===== src/rtl/hazard_control_if.sv =====
// hazard_control_if
//   Bundle between the WISC-SP20 pipeline datapath and the hazard sequencer.
//   master : datapath side, drives the hazard inputs and receives the
//            stage-register controls.
//   slave  : hazard_control side.
//   Signals:
//     rs_d, rt_d, use_rs_d, use_rt_d  decode-stage source operands
//     rd_e, reg_write_e, mem_read_e   execute-stage destination / load info
//     br_taken_e                      branch/jump taken, resolved in EX
//     dmem_busy_m, halt_m             MEM-stage memory busy / HALT present
//     pc_en, ifid_en, idex_en, exmem_en         stage load enables
//     ifid_flush, idex_flush, memwb_flush       stage NOP inserts
//     halted, err                     sticky status flags
interface hazard_control_if;
    logic [2:0] rs_d;
    logic [2:0] rt_d;
    logic       use_rs_d;
    logic       use_rt_d;
    logic [2:0] rd_e;
    logic       reg_write_e;
    logic       mem_read_e;
    logic       br_taken_e;
    logic       dmem_busy_m;
    logic       halt_m;

    logic       pc_en;
    logic       ifid_en;
    logic       ifid_flush;
    logic       idex_en;
    logic       idex_flush;
    logic       exmem_en;
    logic       memwb_flush;
    logic       halted;
    logic       err;

    modport master (
        output rs_d, rt_d, use_rs_d, use_rt_d, rd_e, reg_write_e,
               mem_read_e, br_taken_e, dmem_busy_m, halt_m,
        input  pc_en, ifid_en, ifid_flush, idex_en, idex_flush,
               exmem_en, memwb_flush, halted, err
    );

    modport slave (
        input  rs_d, rt_d, use_rs_d, use_rt_d, rd_e, reg_write_e,
               mem_read_e, br_taken_e, dmem_busy_m, halt_m,
        output pc_en, ifid_en, ifid_flush, idex_en, idex_flush,
               exmem_en, memwb_flush, halted, err
    );
endinterface


===== src/rtl/hazard_control.sv =====
// hazard_control
//   Pipeline sequencer for the 5-stage WISC-SP20 core. Inserts the single
//   load-use bubble, flushes wrong-path instructions on a taken branch/jump
//   in EX, freezes the pipe while data memory is busy, and latches HALT.
//   Ports:
//     clk    core clock, rising edge
//     rst_n  asynchronous active-low reset
//     hc     hazard_control_if.slave (hazard inputs, stage enables/flushes,
//            halted and err status)
//     stall_cnt, flush_cnt  performance counters (HAZARD_PERF_EN only)
//   Parameter:
//     MAX_WAIT  consecutive dmem busy cycles before err sets (4-bit count)
//   Build option:
//     HAZARD_PERF_EN  adds the 16-bit wrapping stall/flush counters.
module hazard_control #(
    parameter int unsigned MAX_WAIT = 15
) (
    input  logic             clk,
    input  logic             rst_n,
    hazard_control_if.slave  hc
`ifdef HAZARD_PERF_EN
    ,
    output logic [15:0]      stall_cnt,
    output logic [15:0]      flush_cnt
`endif
);

    typedef enum logic [1:0] {RUN, LDSTALL, DWAIT, HALT} state_t;

    state_t     r_state;
    state_t     w_next;
    logic [3:0] r_wait_cnt;
    logic       r_err;

    logic w_ldhaz;
    logic w_pc_en, w_ifid_en, w_idex_en, w_exmem_en;
    logic w_ifid_flush, w_idex_flush, w_memwb_flush;

    always_comb begin
        w_ldhaz = hc.mem_read_e & hc.reg_write_e &
                  ((hc.use_rs_d & (hc.rs_d == hc.rd_e)) |
                   (hc.use_rt_d & (hc.rt_d == hc.rd_e)));

        w_pc_en       = 1'b1;
        w_ifid_en     = 1'b1;
        w_idex_en     = 1'b1;
        w_exmem_en    = 1'b1;
        w_ifid_flush  = 1'b0;
        w_idex_flush  = 1'b0;
        w_memwb_flush = 1'b0;
        w_next        = r_state;

        if (!rst_n) begin
            w_pc_en       = 1'b0;
            w_ifid_en     = 1'b0;
            w_idex_en     = 1'b0;
            w_exmem_en    = 1'b0;
            w_ifid_flush  = 1'b1;
            w_idex_flush  = 1'b1;
            w_memwb_flush = 1'b1;
            w_next        = RUN;
        end else begin
            unique case (r_state)
                RUN, LDSTALL: begin
                    w_next = RUN;
                    if (hc.halt_m) begin
                        // HALT itself retires into MEM/WB; everything else holds.
                        w_pc_en    = 1'b0;
                        w_ifid_en  = 1'b0;
                        w_idex_en  = 1'b0;
                        w_exmem_en = 1'b0;
                        w_next     = HALT;
                    end else if (hc.dmem_busy_m) begin
                        w_pc_en       = 1'b0;
                        w_ifid_en     = 1'b0;
                        w_idex_en     = 1'b0;
                        w_exmem_en    = 1'b0;
                        w_memwb_flush = 1'b1;
                        w_next        = DWAIT;
                    end else if (r_state == RUN) begin
                        // The bubble cycle only honours halt/busy; the load
                        // result now reaches the consumer via MEM->EX forward.
                        if (hc.br_taken_e) begin
                            w_ifid_flush = 1'b1;
                            w_idex_flush = 1'b1;
                        end else if (w_ldhaz) begin
                            w_pc_en      = 1'b0;
                            w_ifid_en    = 1'b0;
                            w_idex_flush = 1'b1;
                            w_next       = LDSTALL;
                        end
                    end
                end
                DWAIT: begin
                    if (hc.dmem_busy_m) begin
                        // Halt in MEM is deliberately ignored while frozen.
                        w_pc_en       = 1'b0;
                        w_ifid_en     = 1'b0;
                        w_idex_en     = 1'b0;
                        w_exmem_en    = 1'b0;
                        w_memwb_flush = 1'b1;
                    end else begin
                        w_next = RUN;
                        if (hc.br_taken_e) begin
                            w_ifid_flush = 1'b1;
                            w_idex_flush = 1'b1;
                        end else if (w_ldhaz) begin
                            w_pc_en      = 1'b0;
                            w_ifid_en    = 1'b0;
                            w_idex_flush = 1'b1;
                            w_next       = LDSTALL;
                        end
                    end
                end
                HALT: begin
                    w_pc_en       = 1'b0;
                    w_ifid_en     = 1'b0;
                    w_idex_en     = 1'b0;
                    w_exmem_en    = 1'b0;
                    w_memwb_flush = 1'b1;
                end
                default: w_next = RUN;
            endcase
        end
    end

    always_ff @(posedge clk or negedge rst_n) begin
        if (!rst_n) begin
            r_state    <= RUN;
            r_wait_cnt <= '0;
            r_err      <= 1'b0;
        end else begin
            r_state <= w_next;
            if (r_state != DWAIT && w_next == DWAIT) begin
                r_wait_cnt <= 4'd1;
            end else if (r_state == DWAIT && hc.dmem_busy_m) begin
                if (r_wait_cnt != 4'(MAX_WAIT)) begin
                    r_wait_cnt <= r_wait_cnt + 4'd1;
                end
                // err rises on the same edge the count reaches MAX_WAIT, so
                // it is visible after MAX_WAIT consecutive busy cycles.
                if (r_wait_cnt >= 4'(MAX_WAIT - 1)) begin
                    r_err <= 1'b1;
                end
            end else if (r_state == DWAIT) begin
                r_wait_cnt <= '0;
            end
        end
    end

`ifdef HAZARD_PERF_EN
    always_ff @(posedge clk or negedge rst_n) begin
        if (!rst_n) begin
            stall_cnt <= '0;
            flush_cnt <= '0;
        end else begin
            if (!w_pc_en && r_state != HALT) begin
                stall_cnt <= stall_cnt + 16'd1;
            end
            if (w_ifid_flush) begin
                flush_cnt <= flush_cnt + 16'd1;
            end
        end
    end
`endif

    assign hc.pc_en       = w_pc_en;
    assign hc.ifid_en     = w_ifid_en;
    assign hc.idex_en     = w_idex_en;
    assign hc.exmem_en    = w_exmem_en;
    assign hc.ifid_flush  = w_ifid_flush;
    assign hc.idex_flush  = w_idex_flush;
    assign hc.memwb_flush = w_memwb_flush;
    assign hc.halted      = (r_state == HALT);
    assign hc.err         = r_err;

endmodule


===== src/flat_wrapper.sv =====
// flat-port wrapper written by rule: the top's interface ports become plain ports
module hazard_control_flat 
#(
    parameter int unsigned MAX_WAIT = 15
)
  (clk, rst_n, hc_rs_d, hc_rt_d, hc_use_rs_d, hc_use_rt_d, hc_rd_e, hc_reg_write_e, hc_mem_read_e, hc_br_taken_e, hc_dmem_busy_m, hc_halt_m, hc_pc_en, hc_ifid_en, hc_ifid_flush, hc_idex_en, hc_idex_flush, hc_exmem_en, hc_memwb_flush, hc_halted, hc_err);
  hazard_control_if hc_i ();
  input  logic clk;
  input  logic rst_n;
  input wire logic [$bits(hc_i.rs_d)-1:0] hc_rs_d;
  input wire logic [$bits(hc_i.rt_d)-1:0] hc_rt_d;
  input wire logic [$bits(hc_i.use_rs_d)-1:0] hc_use_rs_d;
  input wire logic [$bits(hc_i.use_rt_d)-1:0] hc_use_rt_d;
  input wire logic [$bits(hc_i.rd_e)-1:0] hc_rd_e;
  input wire logic [$bits(hc_i.reg_write_e)-1:0] hc_reg_write_e;
  input wire logic [$bits(hc_i.mem_read_e)-1:0] hc_mem_read_e;
  input wire logic [$bits(hc_i.br_taken_e)-1:0] hc_br_taken_e;
  input wire logic [$bits(hc_i.dmem_busy_m)-1:0] hc_dmem_busy_m;
  input wire logic [$bits(hc_i.halt_m)-1:0] hc_halt_m;
  output wire logic [$bits(hc_i.pc_en)-1:0] hc_pc_en;
  output wire logic [$bits(hc_i.ifid_en)-1:0] hc_ifid_en;
  output wire logic [$bits(hc_i.ifid_flush)-1:0] hc_ifid_flush;
  output wire logic [$bits(hc_i.idex_en)-1:0] hc_idex_en;
  output wire logic [$bits(hc_i.idex_flush)-1:0] hc_idex_flush;
  output wire logic [$bits(hc_i.exmem_en)-1:0] hc_exmem_en;
  output wire logic [$bits(hc_i.memwb_flush)-1:0] hc_memwb_flush;
  output wire logic [$bits(hc_i.halted)-1:0] hc_halted;
  output wire logic [$bits(hc_i.err)-1:0] hc_err;
  assign hc_i.rs_d = hc_rs_d;
  assign hc_i.rt_d = hc_rt_d;
  assign hc_i.use_rs_d = hc_use_rs_d;
  assign hc_i.use_rt_d = hc_use_rt_d;
  assign hc_i.rd_e = hc_rd_e;
  assign hc_i.reg_write_e = hc_reg_write_e;
  assign hc_i.mem_read_e = hc_mem_read_e;
  assign hc_i.br_taken_e = hc_br_taken_e;
  assign hc_i.dmem_busy_m = hc_dmem_busy_m;
  assign hc_i.halt_m = hc_halt_m;
  assign hc_pc_en = hc_i.pc_en;
  assign hc_ifid_en = hc_i.ifid_en;
  assign hc_ifid_flush = hc_i.ifid_flush;
  assign hc_idex_en = hc_i.idex_en;
  assign hc_idex_flush = hc_i.idex_flush;
  assign hc_exmem_en = hc_i.exmem_en;
  assign hc_memwb_flush = hc_i.memwb_flush;
  assign hc_halted = hc_i.halted;
  assign hc_err = hc_i.err;
  hazard_control #(.MAX_WAIT(MAX_WAIT)) u_core (.clk(clk), .rst_n(rst_n), .hc(hc_i));
endmodule

===== config.mk =====
export PLATFORM = sky130hd
export DESIGN_NAME = hazard_control_flat
export DESIGN_NICKNAME = d
export VERILOG_FILES = /design/src/rtl/hazard_control_if.sv /design/src/rtl/hazard_control.sv /design/src/flat_wrapper.sv
export SDC_FILE = /design/constraint.sdc
export NUM_CORES = 1
export LEC_CHECK = 0
export ABC_AREA = 1
export BUFFER_PORTS_ARGS = -buffer_cell sky130_fd_sc_hd__buf_2
export CORE_UTILIZATION = 47
export CTS_CLUSTER_DIAMETER = 80
export DETAILED_ROUTE_END_ITERATION = 10
export GPL_TIMING_DRIVEN = 0
export PLACE_DENSITY_LB_ADDON = 0.05
export SYNTH_ARGS = -nofsm -noshare
export SYNTH_HDL_FRONTEND = slang
export SYNTH_SLANG_ARGS = --single-unit

===== constraint.sdc =====
create_clock -name clk -period 1.7 [get_ports clk]
set_clock_uncertainty 0.1 [all_clocks]
set_input_delay 0.34 -clock clk [delete_from_list [all_inputs] [get_ports clk]]
set_output_delay 0.34 -clock clk [all_outputs]
set_load 0.05 [all_outputs]

* Word-level counts from Yosys, hierarchy flattened
Index checks and enable logic that the tools add are counted.
** Word-level totals
- Flip-flop bits (word level) :: 7
- Bits in latches :: 0
- Memory bits (writable) :: 0
- Memory bits (read-only) :: 0
- Input bits :: 18
- Output and inout port bits :: 9
- Logic and storage cells :: 70
- Memories :: 0
** Operators by class
- $add $sub $neg :: 1
- $mul :: 0
- Div/mod/pow operators :: 0
- Magnitude comparators :: 1
- Equal/unequal tests :: 9
- Shift-type cells :: 0
- Multiplexer cells :: 43
- Bitwise logic cells :: 6
- Reduce and logical (&&, ||, !) cells :: 7
** Operator list (count)
- $mux W1 :: 27
- $mux W4 :: 4
- $mux W2 :: 6
- $pmux W1 S3 :: 3
- $eq A2 B2 Y1 const B :: 3
- $eq A3 B3 Y1 :: 2
- $add A4 B1 Y4 const B :: 1
- $and A1 B1 Y1 :: 4
- $ge A4 B4 Y1 const B :: 1
- $ne A4 B4 Y1 const B :: 1
- $pmux W1 S2 :: 2
- $pmux W2 S2 :: 1
- $ne A3 B2 Y1 const B :: 1
- $reduce_and A3 Y1 :: 1
- $reduce_bool A3 Y1 :: 1
- $eq A2 B1 Y1 const B :: 1
- $logic_and A1 B1 Y1 :: 2
- $logic_not A2 Y1 :: 1
- $ne A2 B2 Y1 const B :: 1
- $reduce_and A2 Y1 :: 1
- $reduce_or A2 Y1 :: 1
- $not A1 Y1 :: 1
- $or A1 B1 Y1 :: 1

* Longest topological paths before layout
Gate-level depths: netlist of run 1.
- Word-level depth :: 15
- Depth in mapped cells :: 14
- Depth with buffers taken out :: 14

* Least setup slack after synthesis of run 1
OpenSTA, ideal clock, no wires.
- Kind :: input -> output
- From :: input hc_rt_d[0]
- To :: output hc_pc_en
- Arrival :: 2.372 ns
- Data required time :: 1.260 ns
- Path slack :: -1.112 ns
- Stages on the path :: 10
- Path buffers :: 1
- Cells stage by stage :: inv_1 nand2_1 nand2_1 nor2_1 nand2_1 nand2_2 nand3_4 nand2_1 a211oi_1 buf_4
** Between the ends
- Longest elaborated chain between the ends :: 11
- Elaborated cells on any way between the ends :: 12
- Those cells by class :: eq/ne (1); mux (8); bitwise (3)
** RTL lines
- from (decl) :: RTL line flat_wrapper.sv:11 : input wire logic [$bits(hc_i.rt_d)-1:0] hc_rt_d;
- $eq A3 B3 Y1 * :: RTL line hazard_control.sv:42 : (hc.use_rt_d & (hc.rt_d == hc.rd_e)));
- $and A1 B1 Y1 * :: RTL line hazard_control.sv:42
- $or A1 B1 Y1 * :: RTL line hazard_control.sv:41 : ((hc.use_rs_d & (hc.rs_d == hc.rd_e)) |
- $and A1 B1 Y1 * :: RTL line hazard_control.sv:40 : w_ldhaz = hc.mem_read_e & hc.reg_write_e &
- $mux W1 * (2 in a row)
- $mux W1 (3 in a row)
- $pmux W1 S3 *
- $mux W1 *
- to (decl) :: RTL line flat_wrapper.sv:20 : output wire logic [$bits(hc_i.pc_en)-1:0] hc_pc_en;
Mark *: on every way between the ends. The rest lies on a longest branch, timed or not.

* Worst setup path in the final report of run 1
- From :: register u_core.r_state[0]
- To :: output hc_idex_en
** Between the ends
- Longest elaborated chain between the ends :: 4
- Elaborated cells on any way between the ends :: 7
- Those cells by class :: eq/ne (3); mux (2); reduce/logical (2)
** RTL lines
- from (decl) :: RTL line hazard_control.sv:30 : state_t r_state;
- from (signal assigned) :: RTL line hazard_control.sv:133 : r_state <= w_next;
- $eq A2 B1 Y1 / $logic_not A2 Y1 (equally long branches) :: RTL line hazard_control.sv:63 : unique case (r_state)
- $reduce_or A2 Y1 :: RTL line hazard_control.sv:63
- $pmux W1 S3 * :: RTL line hazard_control.sv:63
- $mux W1 * :: RTL line hazard_control.sv:53 : if (!rst_n) begin
- to (decl) :: RTL line flat_wrapper.sv:23 : output wire logic [$bits(hc_i.idex_en)-1:0] hc_idex_en;
Marked as above.

==> flow_metrics.py, run 1 <==
metrics = {
    "clock_tree": {
        "worstSkewPairLatency_ps": 250,
        "htree_levels": 1,
        "cts.sinks": 7,
        "root_buffer": "clkbuf_4",
        "cts_buffer_depth": 2,
        "cts_made_buffers": 3,
        "path_clk_slew_ps": 50,
        "cts_tree": "done",
    },
    "global_route": {
        "grt_pass1_vias": 572,
        "antenna_found_initial": 0,
        "grt.overflow.total": 0,
        "grt_pass1_wl_um": 2049,
        "grt_util_all_layers": 0.1984,
        "grt_start_max_net_pins": 8,
    },
    "worst_setup_path": {
        "cp_num_buf_inv": 3,
        "cp-end-kind": "output pin",
        "cpPeakStageDelay_ps": 420,
        "cp.required_ps": 1260,
        "reg2reg_setup_slack_ps": 0,
        "critPathTopFamily": "flip-flops",
        "cp-start-kind": "flip-flop",
        "path_cells": "nand2_1, inv_1, a21oi_1, nand2_1, nor2_4, buf_6, buf_6",
        "cp_max_fo": 3,
        "rr_startpoint": "u_core.r_state[0]",
        "worstReg2RegEnd": "u_core.r_wait_cnt[3]",
        "reg2regPathDepth": 12,
        "cp.arrival_ps": 1540,
        "slowest_stage": "dfrtp_1",
        "path_class": "reg2out",
    },
    "power": {
        "powerDensity_nw_per_um2": 558.6,
        "leakagePower_nw": 0.5949,
        "p_switching_mw": 0.2221,
        "internal_power_mw": 0.3622,
        "p_sw_frac": 0.3801,
        "combPwrFrac": 0.428,
        "seqPwrFrac": 0.321,
        "ir_worst_vdd_mv": 0.3849,
        "power.share.clock": 0.251,
    },
    "timing": {
        "rsz0062_at_grt": "yes",
        "drv_slew": 0,
        "tightest_slew_ps": 324.2,
        "fin_crit_sh": 1.162,
        "max_slew_margin": 0.7832,
        "fmax_mhz": 506.0,
        "finalHoldViolCount": 0,
        "timing.final.crit_period_ps": 1976,
        "setup_viol": 7,
        "setup_ws_ps": -276.2,
    },
    "place": {
        "place_area_um2": 912.1,
        "place_inst": 155,
        "place_hpwl_um": 1131,
        "globalplace.congestion": 0.6922,
        "portBuffers": 26,
    },
    "synthesis": {
        "synth_warnings": 0,
        "syn_nets": 134,
        "synth_seq_cells": 7,
        "yosys-top-cells-area": "dfrtp_1 25%, nand2_1 23%, inv_1 8.2%, nor2_1 7.1%, nand2_4 4.9%",
        "synthMuxAreaShare": 0,
        "synth_top_area_frac": 0.2536,
        "yosys.area.top_type": "dfrtp_1",
        "synth_cell_types": 21,
        "synth_most_common_cell": "nand2_1",
        "yosys.area_share.simple": 0.5018,
        "yosysSeqAreaShare": 0.2536,
        "async_flop_share": 1.000,
        "synth_edf_count": 0,
        "synthAdderAreaFrac": 0.03623,
        "syn_inst": 114,
        "synth_compound_gate_area_share": 0.07246,
        "synth_common_cells": "42 x nand2_1, 15 x inv_1, 13 x nor2_1",
        "synthXorXnorAreaFrac": 0,
        "synth_top_family_by_area": "simple AND/OR/NAND/NOR gates",
        "avgSynthCellArea_um2": 6.058,
        "synth_area_um2": 690.7,
        "ys.flop_type": "dfrtp_1",
    },
    "detailed_routing": {
        "wl_met2_um": 759,
        "met3WireLength_um": 76,
        "final_antenna_net_count": 0,
        "routed.top_layer": "met4",
        "drcViolationCount": 0,
        "met1_length_um": 669,
        "drt_iter0_markers": 16,
        "vias": 776,
        "post_drt_wl_per_cell_um": 9.356,
        "first_pass_iters": 4,
        "vias_per_cell": 4.761,
        "routed_wl_um": 1525,
    },
    "worst_hold_path": {
        "hold_class": "in2reg",
        "min_to": "u_core.r_state[1]",
        "whs_path_depth": 3,
        "worstHoldStart": "rst_n",
    },
    "finish": {
        "syn_to_final_growth_pct": 51.45,
        "layout.nets": 169,
        "drive_gt1_frac": 0.4324,
        "design_area_um2": 1046,
        "n_antenna_cell": 0,
        "post-route-util": 0.7842,
        "finalNonFillerCells": 163,
    },
    "die": {
        "die_area_um2": 1627,
        "coreArea_um2": 1334,
        "io_pins": 27,
        "die_w_um": 40.34,
        "initial_core_util": 0.5178,
        "rows": 13,
        "chipHeight_um": 40.34,
    },
    "outcome": {
        "outcome": "finished, violations left",
        "violations": "setup timing",
    },
    "job": {
        "cap_violations": 0,
    },
}
## worst max-delay path by stage
| stage | startpoint | to | cells after the start |
|---|---|---|---|
| global placement | hc_rd_e[2] | hc_pc_en | 12 |
| finish | u_core.r_state[0] | hc_idex_en | 7 |
| CTS | u_core.r_state[0] | hc_pc_en | 7 |
| detailed placement | hc_rd_e[2] | hc_pc_en | 12 |
| floorplan | hc_rt_d[2] | hc_pc_en | 10 |
| global route | u_core.r_state[1] | hc_pc_en | 8 |
## logic make-up after synthesis
logic type               Yosys count
AO/OA/AOI/OAI                      9
adder cells (fa/ha/maj)            2
buffers and inverters             23
flip-flops                         7
AND/OR/NAND/NOR                   73
## cell type report
cell class	count	area, um^2
Multi-Input combinational cell	84	489.2
Fill cell	98	287.8
Timing Repair Buffer	30	207.7
Sequential cell	7	175.2
Inverter	21	106.4
Clock buffer	4	26.28
Buffer	2	22.52
Tap cell	15	18.77
## per-stage QoR
step                      total power [mW]  setup slack (ps)  TNS, ps  hold WS [ps]
after global placement              0.3989            -334.7   -727.7         123.7
after detailed placement            0.4015            -333.5   -730.5         127.7
after floorplan                     0.3426            -334.9   -803.3        -55.59
after CTS                           0.5743            -236.3   -882.1         290.7
final                               0.5843            -276.2    -1093         306.8
after global routing                0.6214            -358.9    -1989         309.7
## worst register-to-register path, cell delays in order, from the launching register on
cell and delay, ps:
dfrtp_1 420, nand2_1 110, inv_1 60, a21oi_1 180, nand2_1 150, buf_4 160, nand2_1 70, nor2_1 50
nand3_2 90, nand2_4 70, nand2_4 70, nand2_1 60, nand2_1 60
## cells in the final DEF (no fill, tap or decap), drive strengths merged, types with 2 or more instances in the layout
cell type | Yosys | routed
nand2 | 47 | 47
buf | 2 | 31
inv | 20 | 20
nor2 | 16 | 16
nand3 | 8 | 8
dfrtp | 7 | 7
a21oi | 4 | 4
clkbuf | 0 | 4
o21ai | 3 | 3
ha | 2 | 2
## layer usage
layer	global-route usage	vias up
met1	0.2027	336
met3	0.08333	4
met5	0	-
met2	0.3333	22
li1	-	414
met4	0.1167	0
## power by group through the flow
stage / registers [mW] / clock network, mW / logic, mW
6_report: 0.187 / 0.147 / 0.250
5_1_grt: 0.190 / 0.160 / 0.272
4_1_cts: 0.187 / 0.152 / 0.235
3_5_place_dp: 0.189 / 0 / 0.212
3_3_place_gp: 0.189 / 0 / 0.210
2_1_floorplan: 0.188 / 0 / 0.155
## registers in the layout, summed over array words and instances (netlist names)
| name | flops |
|---|---|
| u_core.r_wait_cnt | 4 |
| u_core.r_state | 2 |
| u_core.hc.err | 1 |
## repair_timing
action,in CTS,in global routing
hold buffers,1,0
hold endpoints to repair,7,0
pin swaps,2,1
buffers inserted,2,1
gates resized for setup,14,8
setup endpoints to repair,6,11
(Power assumes the default switching activity.)
==> run 2: changes to the inputs <==
--- a/config.mk
+++ b/config.mk
@@ -12,6 +12,7 @@
 export DETAILED_ROUTE_END_ITERATION = 10
 export GPL_TIMING_DRIVEN = 0
 export PLACE_DENSITY_LB_ADDON = 0.05
+export REMOVE_ABC_BUFFERS = 1
 export SYNTH_ARGS = -nofsm -noshare
 export SYNTH_HDL_FRONTEND = slang
 export SYNTH_SLANG_ARGS = --single-unit
==> constraint.sdc (replaced) <==
create_clock -name clk -period 1.9 [get_ports clk]
set_clock_uncertainty 0.1 [all_clocks]
set_input_delay 0.38 -clock clk [delete_from_list [all_inputs] [get_ports clk]]
set_output_delay 0.38 -clock clk [all_outputs]
set_load 0.05 [all_outputs]
==> run 2 against run 1 <==
The run still ends with setup timing left. Via count increased by 1.7%. Highest routed layer is now met3. Register-to-register slack better by 140 ps. Sequential cell count did not move. Sequential power shrank 10%. Wire length is 14% higher. Critical path type unchanged.
==> flow_metrics.py, run 2 (synthesis gave the netlist of run 1 again) <==
metrics = {
    "clock_tree": {
        "htree_levels": 1,
        "path_clk_slew_ps": 50,
        "cts.sinks": 7,
        "cts_buffer_depth": 2,
        "root_buffer": "clkbuf_4",
        "worstSkewPairLatency_ps": 250,
        "cts_tree": "done",
        "cts_made_buffers": 3,
    },
    "power": {
        "combPwrFrac": 0.413,
        "leakagePower_nw": 0.5810,
        "p_sw_frac": 0.3815,
        "p_switching_mw": 0.1953,
        "ir_worst_vdd_mv": 0.4817,
        "seqPwrFrac": 0.328,
        "internal_power_mw": 0.3167,
        "power_mw": 0.5120,
        "powerDensity_nw_per_um2": 518.0,
        "power.share.clock": 0.260,
    },
    "worst_setup_path": {
        "critPathTopFamily": "flip-flops",
        "cp_max_fo": 2,
        "slowest_stage": "dfrtp_1",
        "cp-start-kind": "flip-flop",
        "reg2regPathDepth": 12,
        "cp_num_buf_inv": 2,
        "cpPeakStageDelay_ps": 400,
        "path_class": "reg2out",
        "cp.arrival_ps": 1500,
        "cp-end-kind": "output pin",
        "reg2reg_setup_slack_ps": 140,
        "path_cells": "buf_4, nor2_2, nand2_2, a211oi_4, buf_6",
        "worstReg2RegEnd": "u_core.r_wait_cnt[1]",
        "cp.depth": 5,
        "rr_startpoint": "u_core.r_state[1]",
        "cp.required_ps": 1420,
    },
    "finish": {
        "layout.nets": 170,
        "syn_to_final_growth_pct": 43.12,
        "final_cell_mix": "38 x nand2_1, 19 x buf_2, 13 x inv_1",
        "regMostFlops": "u_core.r_wait_cnt",
        "drive_gt1_frac": 0.4161,
        "largest_reg_flops": 4,
        "n_antenna_cell": 0,
        "post-route-util": 0.7411,
        "finalNonFillerCells": 164,
        "mostFrequentLayoutCell": "nand2_1",
        "design_area_um2": 988.4,
    },
    "global_route": {
        "grt_util_all_layers": 0.2273,
        "grt_pass1_vias": 632,
        "grt_pass1_wl_um": 2394,
        "grt.overflow.total": 0,
        "antenna_found_initial": 0,
        "grt_start_max_net_pins": 8,
    },
    "detailed_routing": {
        "post_drt_wl_per_cell_um": 10.64,
        "vias_per_cell": 4.811,
        "first_pass_iters": 4,
        "vias": 789,
        "drt_iter0_markers": 13,
        "routed_wl_um": 1745,
        "drcViolationCount": 0,
        "final_antenna_net_count": 0,
    },
    "worst_hold_path": {
        "hold_class": "reg2reg",
        "min_to": "u_core.hc.err",
        "worstHoldStart": "u_core.hc.err",
        "whs_path_depth": 2,
    },
    "timing": {
        "fmax_mhz": 504.0,
        "finalHoldViolCount": 0,
        "fin_setup_tns_ps": -220.0,
        "max_slew_margin": 0.7785,
        "setup_viol": 4,
        "rsz0062_at_grt": "yes",
        "tightest_slew_ps": 331.1,
        "fin_hold_ws_ps": 352.5,
        "setup_ws_ps": -84.27,
        "fin_crit_sh": 1.044,
        "drv_slew": 0,
        "timing.final.crit_period_ps": 1984,
    },
    "place": {
        "globalplace.congestion": 0.7571,
        "pre_cts_slack_ps": -115.2,
        "place_area_um2": 824.5,
        "place_hpwl_um": 1136,
        "place_inst": 153,
        "portBuffers": 26,
    },
    "die": {
        "die_area_um2": 1627,
        "die_w_um": 40.34,
        "initial_core_util": 0.5178,
        "chipHeight_um": 40.34,
        "rows": 13,
        "io_pins": 27,
        "coreArea_um2": 1334,
    },
    "outcome": {
        "violations": "setup timing",
        "outcome": "finished, violations left",
    },
    "job": {
        "cap_violations": 0,
    },
}
[run 2: changes by cell type in the layout (fill, tap and decap cells not counted), sizes merged]
cell and delta:
buf +1
[run 2: routing by layer]
metal	track usage	routed length, um	vias to the layer above
li1	-	-	414
met4	0	0	0
met5	0	0	-
met2	0.4405	934	20
met1	0.2339	729	355
met3	0.1000	81	0
[run 2: worst max-delay path by stage]
stage                      start         end  slack (ps)
2_1_floorplan         hc_rt_d[0]  hc_ifid_en       -1600
3_3_place_gp          hc_rd_e[0]  hc_ifid_en         -90
3_5_place_dp          hc_rd_e[0]    hc_pc_en        -120
4_1_cts        u_core.r_state[1]    hc_pc_en        -100
5_1_grt        u_core.r_state[1]    hc_pc_en        -140
6_report       u_core.r_state[1]    hc_pc_en         -80
[run 2: cell type report]
| type | count | area [um^2] |
|---|---|---|
| Multi-Input combinational cell | 84 | 465.4 |
| Fill cell | 113 | 345.3 |
| Timing Repair Buffer | 33 | 221.5 |
| Sequential cell | 7 | 175.2 |
| Inverter | 21 | 81.33 |
| Clock buffer | 4 | 26.28 |
| Tap cell | 15 | 18.77 |
[run 2: worst min-delay path, delay by kind of cell (launching register included)]
| family | cells | cell delay (ps) |
|---|---|---|
| buffers and inverters | 1 | 40 |
| and+or+nand+nor | 1 | 50 |
| DFF | 1 | 330 |
[run 2: repair_timing]
| item | in CTS | in global routing |
|---|---|---|
| hold buffers | 1 | 0 |
| pin swaps | 3 | 7 |
| gates cloned | 0 | 0 |
| hold endpoints to repair | 7 | 0 |
| endpoints found under the setup margin | 4 | 6 |
| setup buffers | 3 | 3 |
| gates resized for setup | 15 | 12 |
[run 2: power groups by stage]
stage	Clock (mW)	Combinational [mW]	Sequential (mW)
finish	0.133	0.211	0.168
global route	0.151	0.231	0.168
CTS	0.137	0.189	0.168
detailed placement	0	0.166	0.170
global placement	0	0.164	0.169
floorplan	0	0.120	0.168
